`src/rtl/fp_div_sqrt_arbiter.sv`:
```
// Round-robin reservation arbiter that shares one iterative FP32 div/sqrt core
// among several FP issue lanes, sequencing capture, start, completion and flushes.
module fp_div_sqrt_arbiter #(
    parameter int NUM_LANES    = 2,
    parameter int DATA_WIDTH   = 32,
    parameter int RM_WIDTH     = 3,
    parameter int FFLAGS_WIDTH = 5
) (
    input  logic                             clk,
    input  logic                             rst,
    input  logic [NUM_LANES-1:0]             reserve_req_i,
    output logic [NUM_LANES-1:0]             reserved_o,
    input  logic [NUM_LANES-1:0]             req_i,
    input  logic [NUM_LANES*DATA_WIDTH-1:0]  data_a_i,
    input  logic [NUM_LANES*DATA_WIDTH-1:0]  data_b_i,
    input  logic [NUM_LANES-1:0]             is_divide_i,
    input  logic [NUM_LANES*RM_WIDTH-1:0]    rm_i,
    input  logic [NUM_LANES-1:0]             flush_i,
    input  logic [NUM_LANES-1:0]             release_i,
    output logic                             core_start_o,
    output logic [DATA_WIDTH-1:0]            core_a_o,
    output logic [DATA_WIDTH-1:0]            core_b_o,
    output logic                             core_is_divide_o,
    output logic [RM_WIDTH-1:0]              core_rm_o,
    input  logic                             core_done_i,
    input  logic [DATA_WIDTH-1:0]            core_result_i,
    input  logic [FFLAGS_WIDTH-1:0]          core_fflags_i,
    output logic [NUM_LANES-1:0]             finished_o,
    output logic [DATA_WIDTH-1:0]            result_o,
    output logic [FFLAGS_WIDTH-1:0]          fflags_o
);

    localparam int OW = (NUM_LANES > 1) ? $clog2(NUM_LANES) : 1;

    typedef enum logic [2:0] {
        IDLE,
        RESERVED,
        BUSY,
        DONE,
        DRAIN
    } state_t;

    state_t          state, state_nx;
    logic [OW-1:0]   owner, owner_nx;
    logic [OW-1:0]   last_grant, last_grant_nx;
    logic [OW-1:0]   grant_idx, cand;
    logic            grant_found;
    logic            capture, latch_res, start_q;
    logic [NUM_LANES-1:0] owner_onehot;

    // Search starts one past the last winner so every lane gets a turn.
    always_comb begin
        grant_found = 1'b0;
        grant_idx   = last_grant;
        cand        = '0;
        for (int i = 1; i <= NUM_LANES; i++) begin
            cand = OW'((int'(last_grant) + i) % NUM_LANES);
            if (!grant_found && reserve_req_i[cand]) begin
                grant_found = 1'b1;
                grant_idx   = cand;
            end
        end
    end

    always_comb begin
        state_nx      = state;
        owner_nx      = owner;
        last_grant_nx = last_grant;
        capture       = 1'b0;
        latch_res     = 1'b0;
        case (state)
            IDLE: begin
                if (grant_found) begin
                    owner_nx      = grant_idx;
                    last_grant_nx = grant_idx;
                    state_nx      = RESERVED;
                end
            end
            RESERVED: begin
                if (flush_i[owner]) begin
                    state_nx = IDLE;
                end else if (req_i[owner]) begin
                    capture  = 1'b1;
                    state_nx = BUSY;
                end
            end
            BUSY: begin
                // A flush racing the completion wins: the result is simply dropped.
                if (core_done_i && flush_i[owner]) begin
                    state_nx = IDLE;
                end else if (core_done_i) begin
                    latch_res = 1'b1;
                    state_nx  = DONE;
                end else if (flush_i[owner]) begin
                    state_nx = DRAIN;
                end
            end
            DONE: begin
                if (release_i[owner] || flush_i[owner]) begin
                    state_nx = IDLE;
                end
            end
            DRAIN: begin
                if (core_done_i) begin
                    state_nx = IDLE;
                end
            end
            default: state_nx = IDLE;
        endcase
    end

    always_ff @(posedge clk or posedge rst) begin
        if (rst) begin
            state            <= IDLE;
            owner            <= '0;
            last_grant       <= OW'(NUM_LANES - 1);
            start_q          <= 1'b0;
            core_a_o         <= '0;
            core_b_o         <= '0;
            core_is_divide_o <= 1'b0;
            core_rm_o        <= '0;
            result_o         <= '0;
            fflags_o         <= '0;
        end else begin
            state      <= state_nx;
            owner      <= owner_nx;
            last_grant <= last_grant_nx;
            start_q    <= capture;
            if (capture) begin
                core_a_o         <= data_a_i[int'(owner)*DATA_WIDTH +: DATA_WIDTH];
                core_b_o         <= data_b_i[int'(owner)*DATA_WIDTH +: DATA_WIDTH];
                core_is_divide_o <= is_divide_i[owner];
                core_rm_o        <= rm_i[int'(owner)*RM_WIDTH +: RM_WIDTH];
            end
            if (latch_res) begin
                result_o <= core_result_i;
                fflags_o <= core_fflags_i;
            end
        end
    end

    assign owner_onehot = NUM_LANES'(1) << owner;
    assign reserved_o   = (state == RESERVED || state == BUSY || state == DONE) ? owner_onehot : '0;
    assign finished_o   = (state == DONE) ? owner_onehot : '0;
    assign core_start_o = start_q;

endmodule

```
`config.mk`:
```
export PLATFORM = sky130hd
export DESIGN_NAME = fp_div_sqrt_arbiter
export DESIGN_NICKNAME = d
export VERILOG_FILES = /design/src/rtl/fp_div_sqrt_arbiter.sv
export SDC_FILE = /design/constraint.sdc
export NUM_CORES = 1
export LEC_CHECK = 0
export CAP_MARGIN = 20
export CORE_MARGIN = 1.5
export CORE_UTILIZATION = 39
export CTS_BUF_LIST = sky130_fd_sc_hd__clkbuf_2 sky130_fd_sc_hd__clkbuf_4 sky130_fd_sc_hd__clkbuf_8
export CTS_CLUSTER_SIZE = 10
export DETAILED_ROUTE_END_ITERATION = 10
export MAX_ROUTING_LAYER = met4
export PLACE_DENSITY_LB_ADDON = 0.1
export SLEW_MARGIN = 20
export SYNTH_ARGS = -nofsm -noshare
export SYNTH_HDL_FRONTEND = slang
export SYNTH_SLANG_ARGS = --single-unit
```
`constraint.sdc`:
```
create_clock -name clk -period 4.47 [get_ports clk]
set_input_delay 0.894 -clock clk [delete_from_list [all_inputs] [get_ports clk]]
set_output_delay 0.894 -clock clk [all_outputs]
set_load 0.02 [all_outputs]
```
---- Word level (Yosys, flattened, before mapping) ----
Index checks and enable logic that the tools add are counted.
storage, ports and cells
  bits in registers ....................... 111
  bits of input ports ..................... 184
  output and inout bits ................... 110
  word-level logic and storage cells ...... 71
cells by class
  $add $sub $neg .......................... 2
  multipliers ............................. 1
  order comparisons ....................... 3
  eq/ne operators ......................... 9
  shift operators ......................... 4
  mux-type cells .......................... 33
  reductions and logical operators ........ 9
operators by type and width
  operator                                                                      count
  64-bit by 7-bit indexed part select with 32-bit output                        2
  3-bit 2-to-1 mux                                                              8
  1-bit 2-to-1 mux                                                              22
  3-bit case mux with 5 select lines                                            1
  3-bit by 2-bit == test with 1-bit output, second input constant               2
  1-bit by 2-bit less-than comparator with 1-bit output, second input constant  3
  2-bit inequality test, second input constant                                  3
  6-bit by 4-bit indexed part select with 3-bit output                          1
  5-bit AND reduction                                                           1
  2-bit 2-to-1 mux                                                              2
  4-bit inequality test, second input constant                                  1
  3-bit by 1-bit == test with 1-bit output, second input constant               1
  3-bit == test, second input constant                                          1
  3-bit zero test                                                               1
  1-bit logical OR                                                              3
  1-bit by 2-bit multiplier with 3-bit output, second input constant            1
  3-bit inequality test, second input constant                                  1
  1-bit adder, second input constant                                            2
  1-bit logical AND                                                             2
  2-bit AND reduction                                                           1
  1-bit by 1-bit left shift with 2-bit output, first input constant             1
  1-bit zero test                                                               1

---- Depth between registers and ports, before layout ----
Gate-level depths: netlist of the first run.
  depth in word-level cells ............... 9
  gate-level depth with buffers ........... 8
  gate-level depth less buffers ........... 5

---- Least setup slack after synthesis of the first run ----
No wires, ideal clock.
  path type ............................... register -> output
  from .................................... reg owner
  to ...................................... out reserved_o[1]
  data arrival time ....................... 1.431 ns
  data required time ...................... 3.576 ns
  slack ................................... 2.145 ns
  cell stages (with the launch flop) ...... 5
  cell sequence ........................... dfrtp_1 -> buf_2 -> buf_2 -> inv_1 -> nor3_1
on the way
  word-level cells in the longest chain between the ends .. 2
RTL lines
  item                                         RTL line  source
  from (decl)                                  44        logic [OW-1:0] owner, owner_nx;
  from (signal assigned)                       126       owner <= owner_nx;
  1-bit by 1-bit left shift with 2-bit output  142       assign owner_onehot = NUM_LANES'(1) << owner;
  2-bit 2-to-1 mux                             143       assign reserved_o = (state == RESERVED || state == BUSY || state == DONE) ? owner_onehot : '0;
  to (decl)                                    12        output logic [NUM_LANES-1:0] reserved_o,
No other way between the ends.

---- Worst setup path after layout of the first run ----
  from .................................... reg state[2]
  to ...................................... out finished_o[1]
on the way
  word-level cells in the longest chain between the ends .. 2
RTL lines
  item                                      RTL line  source
  from (decl)                               43        state_t state, state_nx;
  from (signal assigned)                    125       state <= state_nx;
  3-bit by 2-bit == test with 1-bit output  144       assign finished_o = (state == DONE) ? owner_onehot : '0;
  2-bit 2-to-1 mux                          144
  to (decl)                                 28        output logic [NUM_LANES-1:0] finished_o,
No other way between the ends.

==> out/metrics.cfg, run 1 <==
[finish]
syn_to_final_growth_pct=67.4
layout_common_cells=293 x clkdlybuf4s50_1, 109 x dfrtp_1, 71 x nand2_1
drive_gt1_share_pct=9.93
layout_commonest_cell=clkdlybuf4s50_1
layout.nets=884
diodes=0

[cts]
cts_root_buf=clkbuf_8
insertion_delay_ns=0.37
clkTransAtPathRegs_ns=0.10
cts_num_sinks=111
cts_buffer_depth=2
htree_levels=3
cts_setup_buffers=0
numCtsBuffers=9
cts_tree=done
post_cts_resized=0
postCtsHoldBufs=0

[critical_path]
end_kind=output port
cp-start-kind=register
critPathTopFamily=buffers and inverters
critPathSlowestCell=clkdlybuf4s50_1
crit_fanout=10
crit_buf_inv=1
crit_path_cell_trace=nand3b_1 -> nor2_1 -> clkdlybuf4s50_1
cpPeakStageDelay_ns=0.64
worstSetupPathType=reg2out
arrival_ns=1.95
cp.required_ns=3.58

[pwr]
leakage_nw=3.61
switching_share_pct=37.7
comb_power_share_pct=53.3
max-vdd-ir-drop_v=0.000308
p_int_w=0.00329
p_per_area_mw_per_mm2=642
power.share.sequential_pct=33.1
total_power_w=0.00528
switching_power_w=0.00199
pwr-share-clk_pct=13.6

[route]
vias_per_cell=4.70
vias=4100
wirelength_um=13900
drt-initial-drc-count=162
dr.pass1.iters=4
wl_per_cell_um=15.9
route.detailed.drc=0
ant_nets=0

[global_routing]
antenna_found_initial=0
grt_pass1_vias=4308
grt_max_degree=79
grt_pass1_wl_um=21400
overflow=0
grt_usage_pct=22.1

[synthesis]
synth_adder_area_share_pct=0
synthMuxAreaShare_pct=23.8
synthSimpleGateAreaFrac_pct=7.69
ys_seq_area_share_pct=56.5
syn_nets=603
netlist_area_mm2=0.00491
netlist-cell-type-count=33
avgSynthCellArea_um2=11.7
ys_ff_latch=111
synth_top_family_by_area=multiplexers
synth_warnings=0
synthXorXnorAreaFrac_pct=0
syn-instance-count=419
synth-compound-area-share_pct=8.48

[place]
gp_congestion=0.785
portBuffers=293
dp_hpwl_um=10900

[timing]
hold_viol=0
tightest_slew_ns=1.03
timing.final.crit_share_pct=63.6
finalSetupTns_ns=0
fin_skew_ns=0.00771
relSlewSlack_pct=31.5
report.final.slew_viol_count=0
finalSetupViolations=0
rsz0062_at_grt=no
fmax_mhz=352
timing.hold.ws_ns=0.487
finalCriticalPeriod_ns=2.84

[die]
die_x_um=115
start_util_pct=40.4
die_h_um=115
die-area_mm2=0.0133
rows=40
core_region_area_mm2=0.0122
ios=294

[min_path]
hp-class=reg2reg

[outcome]
status=finished, final reports clean

[flow_run]
maxCapViolCount=0

cell usage after synthesis:
master     number  area [um2]
a211oi_1        2        15.0
a21oi_1         2        10.0
a31oi_1         1        6.26
a32o_1          1        10.0
a41oi_1         1        8.76
buf_1           1        3.75
buf_2          19        95.1
buf_4           4        30.0
buf_6           1        11.3
clkbuf_1        5        18.8
dfrtp_1       110        2750
dfstp_2         1        26.3
inv_1           2        7.51
inv_2           1        3.75
mux2_1          1        11.3
mux2_2         28         315
mux2_4         10         150
mux2i_1        68         681
mux2i_2         1        13.8
nand2_1        71         267
nand2b_1        1        6.26
nand3_1         2        10.0
nand3b_1        1        7.51
nand4_1         1        6.26
nor2_1          4        15.0
nor2b_1         3        18.8
nor3_1          4        20.0
nor3b_2         1        12.5
nor4b_2         1        15.0
o21ai_0        11        55.1
o21ai_1        58         290
o2bb2ai_1       1        8.76
o31ai_2         1        12.5
layout make-up:
cell class / instances / area, um2
Tap cell: 168 / 210
Multi-Input combinational cell: 275 / 1970
Timing Repair Buffer: 300 / 3010
Fill cell: 960 / 3930
Clock buffer: 10 / 138
Inverter: 3 / 13.8
Sequential cell: 111 / 2780
Clock inverter: 6 / 108
routing by layer:
layer	wire length, um	GRT usage, %	part of all wire [%]
met5	0	-	0
met3	1350	7.75	9.7
met4	284	8.40	2.0
met2	7340	39.7	53
met1	4920	21.8	35
flip-flops by register name, summed over array words and instances (netlist names), 3 cells and up:
name,count
fflags_o,5
state,3
core_b_o,32
core_rm_o,3
core_a_o,32
result_o,32
final timing paths:
kind	from	end	slack, ns	cells after the start
max reg2reg	owner	fflags_o[1]	2.09	4
min in group asynchronous	rst	result_o[20]	0.85	2
max in group asynchronous	rst	last_grant	2.98	3
min	core_is_divide_o	core_is_divide_o	0.49	2
min reg2reg	core_is_divide_o	core_is_divide_o	0.49	2
max	state[2]	finished_o[1]	1.63	3
logic make-up (layout without fill, tap and decap cells):
family,Yosys count,in the layout
flops,111,111
mux,108,108
simple gates,89,89
compound gates,78,78
buf+inv,33,319
through the flow:
stage / setup slack [ns] / instance area, um2 / utilization, % / instances
floorplan: 0.647 / 4910 / - / 419
global placement: 1.52 / 7960 / 65.4 / 856
detailed placement: 1.48 / 7960 / 65.4 / 856
CTS: 1.58 / 8200 / 67.4 / 872
global route: 1.55 / 8230 / 67.7 / 873
finish: 1.63 / 8230 / 67.7 / 873
power by group through the flow:
stage	clock [W]	combinational, W	sequential (W)
after CTS	0.000736	0.00285	0.00176
after global routing	0.000777	0.00302	0.00182
after detailed placement	0	0.00285	0.00177
after floorplan	0	0.00104	0.00225
after global placement	0	0.00279	0.00175
final	0.000717	0.00281	0.00175
worst reg2reg max path: cells and delay by family (launching register included):
kind          cells  cell delay, ns
mux               2            0.75
buf+inv           1            0.43
simple gates      1            0.52
flops             1            0.57
Power figures use the tool's default switching activity.
==> inputs of run 2 (changes only) <==
==> constraint.sdc (replaced) <==
create_clock -name clk -period 2.65 [get_ports clk]
set_input_delay 0.53 -clock clk [delete_from_list [all_inputs] [get_ports clk]]
set_output_delay 0.53 -clock clk [all_outputs]
set_load 0.02 [all_outputs]
==> run 2 against run 1 <==
Net effect:
- non-clock buffer count is 1 higher
- flip-flop and latch count stayed put
- core utilization fell by 0.062 points
- critical path depth stayed put
- sequential share of layout area hardly changed
- first-iteration DRC count shrank 36%
- hold slack improved by 0.0034 ns
- clock skew is 0.0014 ns higher
- combinational power is 70% higher
- routed wire length rose by 0.36%
- via count up 1.3%
- critical endpoint is now finished_o[0]
- largest power group unchanged
==> out/metrics.cfg, run 2 (synthesized netlist as in run 1, its figures left out) <==
[outcome]
status=finished, final reports clean

[min_path]
hp-class=reg2reg
hold_depth=2  ; unchanged

[timing]
tightest_slew_ns=0.763  ; -0.265 ns
rsz0062_at_grt=no
hold_viol=0  ; unchanged
finalCriticalPeriod_ns=2.40
fin_skew_ns=0.00915  ; +0.00143 ns
finalSetupViolations=0  ; unchanged
fmax_mhz=416
report.final.slew_viol_count=0  ; unchanged
timing.final.crit_share_pct=90.7
relSlewSlack_pct=49.1  ; +18 points
finalSetupTns_ns=0  ; unchanged
setup_slack_ns=0.245  ; -1.38 ns

[die]
core_region_area_mm2=0.0122  ; unchanged
die_x_um=115  ; unchanged
die_h_um=115  ; unchanged
rows=40  ; unchanged
die-area_mm2=0.0133  ; unchanged
ios=294  ; unchanged
start_util_pct=40.4  ; unchanged

[place]
pre_cts_slack_ns=0.449  ; -1.03 ns
portBuffers=293  ; unchanged
dp_hpwl_um=10900  ; +0.22%
placed_area_mm2=0.00801  ; +0.68%
gp_congestion=0.774  ; -1.4%

[route]
routed-wl-met3_um=1150  ; -15%
top_layer=met4
m1WireLength_um=5140  ; +4.5%
vias_per_cell=4.75  ; +1.2%
wirelength_um=13900  ; +0.36%
dr.pass1.iters=4  ; unchanged
vias=4152  ; +1.3%
route.detailed.drc=0  ; unchanged
wl_per_cell_um=15.9  ; +0.25%
ant_nets=0  ; unchanged
drt-initial-drc-count=103  ; -36%
wl_met2_um=7230  ; -1.4%

[cts]
numCtsBuffers=9  ; unchanged
htree_levels=3  ; unchanged
clkTransAtPathRegs_ns=0.10  ; about the same
postCtsHoldBufs=0  ; unchanged
cts_root_buf=clkbuf_8
cts_buffer_depth=2  ; unchanged
post_cts_resized=0  ; unchanged
cts_tree=done
insertion_delay_ns=0.36  ; about the same
cts_num_sinks=111  ; unchanged
cts_setup_buffers=0  ; unchanged

[finish]
layout_common_cells=293 x clkdlybuf4s50_1, 109 x dfrtp_1, 71 x nand2_1
syn_to_final_growth_pct=67.3  ; about the same
final_area_mm2=0.00822  ; about the same
drive_gt1_share_pct=10.1  ; +0.13 points
fill_cells=936  ; -2.5%
layout.nets=885  ; +0.11%
top_regs=core_a_o (32), core_b_o (32), result_o (32)
layout_commonest_cell=clkdlybuf4s50_1
diodes=0  ; unchanged

[global_routing]
grt_max_degree=88  ; +11%
grt_pass1_vias=4327  ; +0.44%
overflow=0  ; unchanged
grt_usage_pct=22.0  ; -0.044 points
grt_pass1_wl_um=21400  ; -0.22%
antenna_found_initial=0  ; unchanged

[critical_path]
ff2ff_path_depth=5  ; +1
cp.required_ns=2.12  ; -1.46 ns
arrival_ns=1.87  ; -0.08 ns
end_kind=output port
worstSetupPathType=reg2out
r2r_slack_ns=0.83  ; -1.26 ns
crit_fanout=10  ; unchanged
cp-start-kind=register

[pwr]
leakage_nw=3.61  ; -0.12%
max-vdd-ir-drop_v=0.000432  ; +40%
p_per_area_mw_per_mm2=1070  ; +67%
total_power_w=0.00880  ; +67%

[flow_run]
maxCapViolCount=0  ; unchanged

==> run 2: cell type report <==
| class | instances | area, um2 | area share [%] |
|---|---|---|---|
| clock buffer | 9 | 124 | 1.51 |
| clock inverter | 7 | 87.6 | 1.07 |
| inverter | 3 | 15.0 | 0.183 |
| multi-input combinational | 275 | 1970 | 24.0 |
| sequential | 111 | 2780 | 33.9 |
| tap | 168 | 210 | 2.56 |
| timing repair buffer | 301 | 3030 | 36.9 |
==> run 2: worst paths after layout <==
check,from,to
worst min-delay path,core_a_o[21],core_a_o[21]
worst max-delay path,state[2],finished_o[0]
max in group asynchronous,rst,owner
min in group asynchronous,rst,result_o[30]
worst max register to register,owner,core_a_o[1]
worst min register to register,core_a_o[21],core_a_o[21]
==> run 2: metrics by stage <==
| stage | hold slack [ns] | util, % | instances |
|---|---|---|---|
| 2_1_floorplan | 0.504 | - | 419 |
| 3_3_place_gp | 0.462 | 65.9 | 858 |
| 3_5_place_dp | 0.474 | 65.9 | 858 |
| 4_1_cts | 0.497 | 67.6 | 874 |
| 5_1_grt | 0.518 | 67.6 | 874 |
| 6_report | 0.491 | 67.6 | 874 |
==> run 2: critical path, stage by stage, from the launching register on <==
cell and delay [ns]:
dfrtp_1 0.50, nand3b_1 0.27, nor2_1 0.13, clkdlybuf4s50_1 0.62
==> run 2: routing by layer <==
metal / vias to the layer above / global-route usage (%)
li1: 2017 / -
met1: 1918 / 22.7
met2: 187 / 38.6
met3: 30 / 6.17
met4: 0 / 10.5
met5: - / -
==> run 2: power by group <==
group	internal (W)	switching, W	total, W
clock	0.000526	0.000556	0.00108
sequential	0.00248	0.000457	0.00294
combinational	0.00243	0.00235	0.00479
total	0.00544	0.00337	0.00880
==> inputs of run 3 (changes only) <==
--- a/config.mk
+++ b/config.mk
@@ -13,6 +13,7 @@
 export DETAILED_ROUTE_END_ITERATION = 10
 export MAX_ROUTING_LAYER = met4
 export PLACE_DENSITY_LB_ADDON = 0.1
+export REMOVE_ABC_BUFFERS = 1
 export SLEW_MARGIN = 20
 export SYNTH_ARGS = -nofsm -noshare
 export SYNTH_HDL_FRONTEND = slang
==> run 3 against run 2 <==
Net effect:
- die area is the same
- clock-buffer cell count grew 5
- fmax grew 1.3%
- register-to-register slack is essentially flat
- clock power shrank 14%
- hold slack lost 0.0013 ns
- total power shrank 1.6%
- critical path depth is the same
- core utilization shrank 0.39 points
- sequential share of layout area grew 0.20 points
- critical endpoint is now finished_o[1]
- largest cell class unchanged
- largest power group unchanged
==> out/metrics.cfg, run 3 (synthesized netlist as in run 1, its figures left out) <==
[outcome]
status=finished, final reports clean

[timing]
setup_slack_ns=0.276  ; +0.0304 ns
finalSetupViolations=0  ; unchanged
fin_skew_ns=0.00644  ; -0.00271 ns
finalCriticalPeriod_ns=2.37  ; -0.0304 ns
report.final.slew_viol_count=0  ; unchanged
relSlewSlack_pct=59.3  ; +10 points
rsz0062_at_grt=no
timing.hold.ws_ns=0.490  ; -0.00129 ns
hold_viol=0  ; unchanged
timing.final.crit_share_pct=89.6  ; -1.1 points
finalSetupTns_ns=0  ; unchanged
fmax_mhz=421  ; +1.3%
tightest_slew_ns=0.611  ; -0.153 ns

[place]
portBuffers=293  ; unchanged
gp_congestion=0.780  ; +0.74%
placed_area_mm2=0.00800  ; -0.11%
pre_cts_slack_ns=0.474  ; +0.0251 ns
dp_hpwl_um=10800  ; -0.69%

[critical_path]
crit_buf_inv=1  ; unchanged
arrival_ns=1.84  ; -0.03 ns
cp.required_ns=2.12  ; about the same
crit_path_cell_trace=nand3b_1 -> nor2_1 -> clkdlybuf4s50_1
cpPeakStageDelay_ns=0.61  ; about the same
critPathTopFamily=buffers and inverters
cp-start-kind=register
critPathSlowestCell=clkdlybuf4s50_1
worstSetupPathType=reg2out
crit_fanout=10  ; unchanged
end_kind=output port

[min_path]
hp-class=reg2reg

[finish]
layout_commonest_cell=clkdlybuf4s50_1
diodes=0  ; unchanged
layout.nets=884  ; -0.11%
fill_cells=985  ; +5.2%
final_area_mm2=0.00817  ; -0.58%
syn_to_final_growth_pct=66.3
top_regs=core_a_o (32), core_b_o (32), result_o (32)
layout_common_cells=293 x clkdlybuf4s50_1, 109 x dfrtp_1, 71 x nand2_1
drive_gt1_share_pct=9.80  ; -0.26 points

[die]
start_util_pct=40.4  ; unchanged
ios=294  ; unchanged
die-area_mm2=0.0133  ; unchanged
die_x_um=115  ; unchanged
rows=40  ; unchanged
core_region_area_mm2=0.0122  ; unchanged
die_h_um=115  ; unchanged

[global_routing]
grt_max_degree=112  ; +27%
grt_pass1_vias=4224  ; -2.4%
antenna_found_initial=0  ; unchanged
grt_usage_pct=21.5  ; -0.51 points
grt_pass1_wl_um=21100  ; -1.4%
overflow=0  ; unchanged

[cts]
postCtsHoldBufs=0  ; unchanged
insertion_delay_ns=0.36  ; about the same
cts_setup_buffers=0  ; unchanged
clkTransAtPathRegs_ns=0.10  ; about the same
numCtsBuffers=9  ; unchanged
post_cts_resized=0  ; unchanged
cts_num_sinks=111  ; unchanged
cts_tree=done
cts_root_buf=clkbuf_8
cts_buffer_depth=2  ; unchanged
htree_levels=3  ; unchanged

[route]
ant_nets=0  ; unchanged
drt-initial-drc-count=162  ; +57%
vias_per_cell=4.71  ; -0.93%
dr.pass1.iters=4  ; unchanged
wl_per_cell_um=15.9  ; -0.33%
vias=4104  ; -1.2%
wirelength_um=13900  ; -0.56%
route.detailed.drc=0  ; unchanged

[flow_run]
maxCapViolCount=0  ; unchanged

[pwr]
max-vdd-ir-drop_v=0.000623  ; +44%
p_per_area_mw_per_mm2=1060  ; -1.0%
leakage_nw=3.59  ; -0.42%

-- run 3: cell types whose count changed in the layout (fill, tap and decap cells not counted), sizes merged --
cell / before / now
clkinvlp: 2 / 0
inv: 2 / 3
buf: 8 / 7
bufinv: 2 / 0
clkinv: 4 / 1
clkbuf: 9 / 14
-- run 3: path summary, 6_finish.rpt --
check,slack [ns],end,startpoint,cells past startpoint
setup / recovery,0.28,finished_o[1],state[2],3
hold / removal,0.49,core_b_o[29],core_b_o[29],2
setup reg to reg,0.84,core_a_o[1],owner,5
hold reg to reg,0.49,core_b_o[29],core_b_o[29],2
max in group asynchronous,1.51,owner,rst,3
min in group asynchronous,0.64,result_o[28],rst,3
-- run 3: worst register-to-register path: stages, from the launching register on --
cell and delay (ns):
dfrtp_4 0.54, mux2i_2 0.32, nand4_1 0.31, buf_12 0.31
nand2_1 0.13, o21ai_0 0.07
-- run 3: area by class of cell --
type	instances	area, um2	share of cell area [%]
multi-input cells	275	1970	24.1
clock inverters	1	5.00	0.0612
well taps	168	210	2.57
flip-flops and latches	111	2780	34.0
repair buffers	300	3020	37.0
inverters	3	13.8	0.168
clock buffers	14	168	2.05
-- run 3: power breakdown --
group	switching [W]	internal (W)	leakage (nW)
clock	0.000523	0.000406	0.0942
combinational	0.00236	0.00243	2.12
sequential	0.000463	0.00248	1.38
-- run 3: stage by stage --
| stage | power, W | std cells | utilization [%] |
|---|---|---|---|
| 5_1_grt | 0.00921 | 872 | 67.2 |
| 3_5_place_dp | 0.00783 | 857 | 65.8 |
| 4_1_cts | 0.00878 | 872 | 67.2 |
| 3_3_place_gp | 0.00771 | 857 | 65.8 |
| 2_1_floorplan | 0.00560 | 389 | - |
| 6_report | 0.00866 | 872 | 67.2 |
-- run 3: layer usage --
metal  vias up  track usage [%]  part of all wire (%)
li1       2009                -                     -
met1      1890             22.8                    38
met2       184             37.7                    50
met3        21             6.38                   9.6
met4         0             8.31                   2.4
met5         -                -                     0
